File: config.mk
export PLATFORM = sky130hd
export DESIGN_NAME = hex_display_scanner
export DESIGN_NICKNAME = d
export VERILOG_FILES = /design/src/rtl/hex_display_scanner.sv
export SDC_FILE = /design/constraint.sdc
export NUM_CORES = 1
export LEC_CHECK = 0
export ABC_AREA = 1
export BUFFER_PORTS_ARGS = -buffer_cell sky130_fd_sc_hd__buf_2
export CORE_AREA = 2 2 121 76
export DETAILED_ROUTE_END_ITERATION = 8
export DIE_AREA = 0 0 123 78
export HOLD_SLACK_MARGIN = 0.06
export PLACE_DENSITY = 0.7
export SYNTH_ARGS = -nofsm -noshare
export SYNTH_HDL_FRONTEND = slang
export SYNTH_SLANG_ARGS = --single-unit
File: constraint.sdc
create_clock -name clk_i -period 2.9 [get_ports clk_i]
set_input_delay 0.29 -clock clk_i [delete_from_list [all_inputs] [get_ports clk_i]]
set_output_delay 0.29 -clock clk_i [all_outputs]
set_load 0.02 [all_outputs]
File: src/rtl/hex_display_scanner.sv
`default_nettype none
// +--------------------------------------------------------------------------+
// | hex_display_scanner: 8-digit multiplexed hex seven-segment scanner        |
// | Optional: HEX_DISP_BLANK_LEADING_ZERO_EN blanks leading-zero digits       |
// | Revision: 1.0                                                             |
// +--------------------------------------------------------------------------+
module hex_display_scanner #(
  parameter int unsigned CLK_DIV = 50000
) (
  input  logic        clk_i,
  input  logic        rst_i,
  input  logic [31:0] value_i,
  input  logic        load_i,
  output logic [7:0]  an_o,
  output logic [6:0]  seg_o,
  output logic        dp_o
);

  localparam int unsigned      c_div_w    = (CLK_DIV > 1) ? $clog2(CLK_DIV) : 1;
  localparam logic [c_div_w-1:0] c_div_last = c_div_w'(CLK_DIV - 1);

  logic [31:0]        value_q, value_d;
  logic [c_div_w-1:0] div_cnt_q, div_cnt_d;
  logic [2:0]         dig_idx_q, dig_idx_d;
  logic [7:0]         an_q, an_d;
  logic [6:0]         seg_q, seg_d;

  logic               w_tick;
  logic [3:0]         w_nibble;

  // Active-low segment pattern {g,f,e,d,c,b,a} for one hex nibble.
  function automatic logic [6:0] enc(input logic [3:0] nib);
    logic [6:0] pat;
    case (nib)
      4'h0:    pat = 7'h40;
      4'h1:    pat = 7'h79;
      4'h2:    pat = 7'h24;
      4'h3:    pat = 7'h30;
      4'h4:    pat = 7'h19;
      4'h5:    pat = 7'h12;
      4'h6:    pat = 7'h02;
      4'h7:    pat = 7'h78;
      4'h8:    pat = 7'h00;
      4'h9:    pat = 7'h10;
      4'hA:    pat = 7'h08;
      4'hB:    pat = 7'h03;
      4'hC:    pat = 7'h46;
      4'hD:    pat = 7'h21;
      4'hE:    pat = 7'h06;
      default: pat = 7'h0E;
    endcase
    return pat;
  endfunction

`ifdef HEX_DISP_BLANK_LEADING_ZERO_EN
  logic [31:0] w_upper;
  logic        w_blank;
`endif

  always_comb begin
    value_d   = load_i ? value_i : value_q;
    w_tick    = (div_cnt_q == c_div_last);
    div_cnt_d = w_tick ? '0 : div_cnt_q + 1'b1;
    dig_idx_d = w_tick ? dig_idx_q + 3'd1 : dig_idx_q;

    w_nibble  = value_q[{dig_idx_q, 2'b00} +: 4];
    an_d      = ~(8'b1 << dig_idx_q);
    seg_d     = enc(w_nibble);

`ifdef HEX_DISP_BLANK_LEADING_ZERO_EN
    // Digit 0 stays lit so an all-zero value still shows a single "0".
    w_upper   = value_q >> {dig_idx_q, 2'b00};
    w_blank   = (dig_idx_q != 3'd0) && (w_upper == 32'd0);
    if (w_blank) begin
      an_d  = 8'hFF;
      seg_d = 7'h7F;
    end
`endif
  end

  always_ff @(posedge clk_i or posedge rst_i) begin
    if (rst_i) begin
      value_q   <= 32'd0;
      div_cnt_q <= '0;
      dig_idx_q <= 3'd0;
      an_q      <= 8'hFF;
      seg_q     <= 7'h7F;
    end else begin
      value_q   <= value_d;
      div_cnt_q <= div_cnt_d;
      dig_idx_q <= dig_idx_d;
      an_q      <= an_d;
      seg_q     <= seg_d;
    end
  end

  assign an_o  = an_q;
  assign seg_o = seg_q;
  assign dp_o  = 1'b1;

endmodule
`default_nettype wire

# Word level (Yosys, flattened, before mapping)
# Memory sizes are Yosys's and may differ from the RTL's. A register that Yosys moved wholly into a read port is not among the register bits.
# Index checks and enable logic that the tools add are counted.
[totals] out_inout_bits=16 memories=1 regBits=59 mem_bits_ro=112
[memory_table] name="(name not given)" words=16 word_bits=7 read_ports=1 rd_ports_with_merged_regs=1 write_ports=0 line_no="34" rtl="case (nib)"
[op_classes] eq_ne=1 shift=2 add_sub_neg=2 bitwise=1 n_mux=1
[ops] op="variable part select 32 x 6 -> 4 bit" count=1
[ops] op="adder 16 x 1 -> 16 bit, second input constant" count=1
[ops] op="equality test 16 bit, second input constant" count=1
[ops] op="two-way mux 16 bit" count=1
[ops] op="inverter 8 bit" count=1
[ops] op="left shift 1 x 3 -> 8 bit, first input constant" count=1
[ops] op="adder 3 x 1 -> 3 bit, second input constant" count=1

# Longest topological paths before layout
[depth] depth_word=2 mapped_depth=12 ltp_nobuf=11

# Worst setup path after synthesis
# Ideal clock, no wire load.
[synth_timing] kind="register to register" from="reg dig_idx_q[0]" to="reg seg_q[3] (netlist: seg_o[3])" slack_ns=1.329 arrival_time_ns=1.496 path_stages_with_launch=13 synth_period_minus_slack_ns=1.571 cell_sequence="dfrtp_1 inv_2 buf_6 nand2_1 nand3_1 nand3_1 nand2_2 inv_1 ha_1 nand3_1 nand2_1 nand2_1 nand2_1"
[synth_between] elab_chain_cells=1
[synth_rtl] element="from (decl)" line_no="24" rtl="logic [2:0] dig_idx_q, dig_idx_d;"
[synth_rtl] element="from (signal assigned)" line_no="91" rtl="dig_idx_q <= dig_idx_d;"
[synth_rtl] element="variable part select 32 x 6 -> 4 bit" line_no="66" rtl="w_nibble = value_q[{dig_idx_q, 2'b00} +: 4];"
[synth_rtl] element="to (decl)" line_no="26" rtl="logic [6:0] seg_q, seg_d;"
# Every way passes these cells.
# A chain may end at the register's enable or synchronous reset.

# Worst setup path in the final report
[layout_timing] from="reg dig_idx_q[2]" to="reg seg_q[3] (netlist: seg_o[3])"
# The elaborated chain is that of the path after synthesis.

==> run summary <==
status - completed
Initial Utilization - 39.8%
top_reg_cell synth - dfrtp_1
worst skew pair latency - 0.33 ns
worst relative slew slack - 54.2%
nature of the critical path startpoint - flip-flop
CP required - 3.17 ns
synth top area cells - dfrtp_1, nand2_1, dfstp_2, inv_1, nand3_1
XOR/XNOR Fraction of Synth Area - 1.57%
crit path max fanout - 12
Post-Syn Nets - 445
setup TNS - 0 ns
vias per cell - 4.65
Rows - 26
initial antenna violation count - 0
Compound-Gate Fraction of Synth Area - 6.30%
n_diodes - 0
Area growth syn-to-layout - 18.6%
fmax - 486 MHz
DR iter-0 viols - 185
final wirelength - 7180 um
Max Root-Sink Buffers - 2
final net count - 495
share of layout cells above drive strength 1 - 23.0%
maximum level of the CTS H-tree - 3
reg2reg path depth - 9
final setup fails - 0
Critical Path Max Stage Delay - 0.61 ns
Max Slew Vio Count - 0
#FFs+latches synth - 66
yosys warns - 0
most frequent cells in the layout - nand2_1, dfrtp_1, inv_1, buf_2, nand3_1
1st-pass router iterations - 4
largest family of logic cells by synthesized area - simple AND/OR/NAND/NOR gates
TritonCTS clock tree - yes
Worst VDD drop - 0.449 mV
Worst-Margin Slew - 0.686 ns
R2R Path End - seg_o[3]
synthesized cell area - 0.00334 mm^2
simple-gate share of the synthesized area - 26.5%
die height - 78 um
mux cell area share after synthesis - 1.35%
Final Power - 2.32 mW
Core ar. - 0.00839 mm^2
reg-to-reg slack, setup - 0.84 ns
cts bufs inserted - 9
Largest delay share family, worst path - simple AND/OR/NAND/NOR gates
antenna viol nets, final - 0
Avg WL per Cell - 12.7 um
leakage - 2.05 nW
vias in the first global route - 2625
final hold violation count - 0
crit end category - flip-flop
Period Utilization, post-route - 71.0%
post-CTS sizing - 0
leading cell type in the layout, fill and taps excluded - nand2_1
worst hold path class - in -> async
first-pass GRT wire length - 12800 um
Synth cell types - 33
slowest CP cell - dfrtp_1
gp weighted congestion - 0.878
grt ovf - 0
HPWL after DPL - 5440 um
DIE WIDTH - 123 um
CP Data Arrival Time - 2.33 ns
Async SR Flop Fraction - 100%
CTS Hold Bufs - 0
crit-path cells - clkinv_1 -> nand3_1 -> nand2_2 -> inv_1 -> ha_1 -> nand3_1 -> nand2_1 -> nand2_1 -> nand2_1
I/O pin total - 51
Avg Cell Area, Syn - 8.41 um^2
Pwr Density - 586 mW/mm^2
post-CTS setup buffer count - 0
IO buf count - 49
Cells after Synth - 397
share of the yosys chip area belonging to registers - 50.1%
Synth top area share - 38.2%
reg2reg start - dig_idx_q[2]
drt drc - 0
# Max-Cap Violations - 0
Root Driver - clkbuf_16
Die ar. - 0.00959 mm^2
Top cell by count, worst path - nand2_1
min cycle time layout - 2.06 ns
Yosys top cell by area - dfrtp_1
Synth Area in Adders - 4.87%
Buf+Inv Stages, Crit Path - 2
largest net degree at the start of global routing - 51
Critical Setup Path Class - reg -> reg
Reg clk slew, reported paths - 0.05 ns
# clock sinks - 66
Clock Skews - 0.00401 ns
total number of vias - 2622
GRT Util Overall - 17.3%
Post-synth EDFFs - 0
RSZ-0062 raised after global routing - false
-- how the worst max path moves through the flow --
stage | startpoint | end | depth (start not counted)
after floorplan | rst_i | dig_idx_q[0] | 1
after global placement | dig_idx_q[2] | seg_o[3] | 9
after detailed placement | dig_idx_q[2] | seg_o[3] | 9
after CTS | dig_idx_q[2] | seg_o[3] | 9
after global routing | dig_idx_q[2] | seg_o[3] | 9
final | dig_idx_q[2] | seg_o[3] | 9
-- synth_stat cells (3+ instances only) --
master    instances
nand2_1         117
dfrtp_1          51
inv_1            51
nand3_1          38
o21ai_0          31
nor2_1           19
dfstp_2          15
ha_1             13
clkbuf_1          6
nand2_2           6
xor2_1            6
inv_2             4
mux2_2            4
nor3_1            4
o211ai_1          4
buf_6             3
nand3_2           3
-- per-layer routing --
metal | track usage [%] | wire length [um] | vias to the layer above | share of wire (%)
met2 | 25.1 | 3030 | 50 | 42
met3 | 6.10 | 380 | 9 | 5.3
met1 | 24.3 | 3670 | 1221 | 51
met4 | 5.11 | 93 | 0 | 1.3
li1 | - | - | 1342 | -
met5 | 0 | 0 | - | 0
-- state kept, by name (all words and copies together), names as in the netlist --
register / cells
value_q: 32
div_cnt_q: 16
an_o: 8
seg_o: 7
dig_idx_q: 3
-- cell families (layout without fill, tap and decap cells) --
logic type               Yosys count  count (layout)
AO/OA/AOI/OAI                     39              39
other                              1               1
multiplexers                       4               4
adder cells (fa/ha/maj)           13              13
AND/OR/NAND/NOR                  197             197
buffers and inverters             71             126
XOR/XNOR                           6               6
flip-flops                        66              66
-- power by group --
group	leakage, nW	internal (mW)	switching (mW)	total, mW
logic	1.10	0.0811	0.149	0.230
registers	0.795	0.988	0.0180	1.01
clock network	0.147	0.711	0.371	1.08
-- cell type report --
type | count | area [um^2]
fillers | 826 | 4440
clock inverters | 2 | 35.0
clock buffers | 14 | 264
flip-flops and latches | 66 | 1670
repair buffers | 53 | 275
inverters | 57 | 214
multi-input cells | 260 | 1360
well taps | 112 | 140
-- through the flow --
step	hold slack, ns	worst slack (ns)	instance area, um^2	instances	util (%)
2_1_floorplan	0.407	0.980	3340	397	-
3_5_place_dp	0.436	0.874	3660	548	43.6
3_3_place_gp	0.425	1.02	3660	548	43.6
5_1_grt	0.129	0.648	3960	564	47.1
6_report	0.0594	0.842	3960	564	47.1
4_1_cts	0.0759	0.842	3960	564	47.1
No activity file was read; power rests on OpenSTA's default activity.
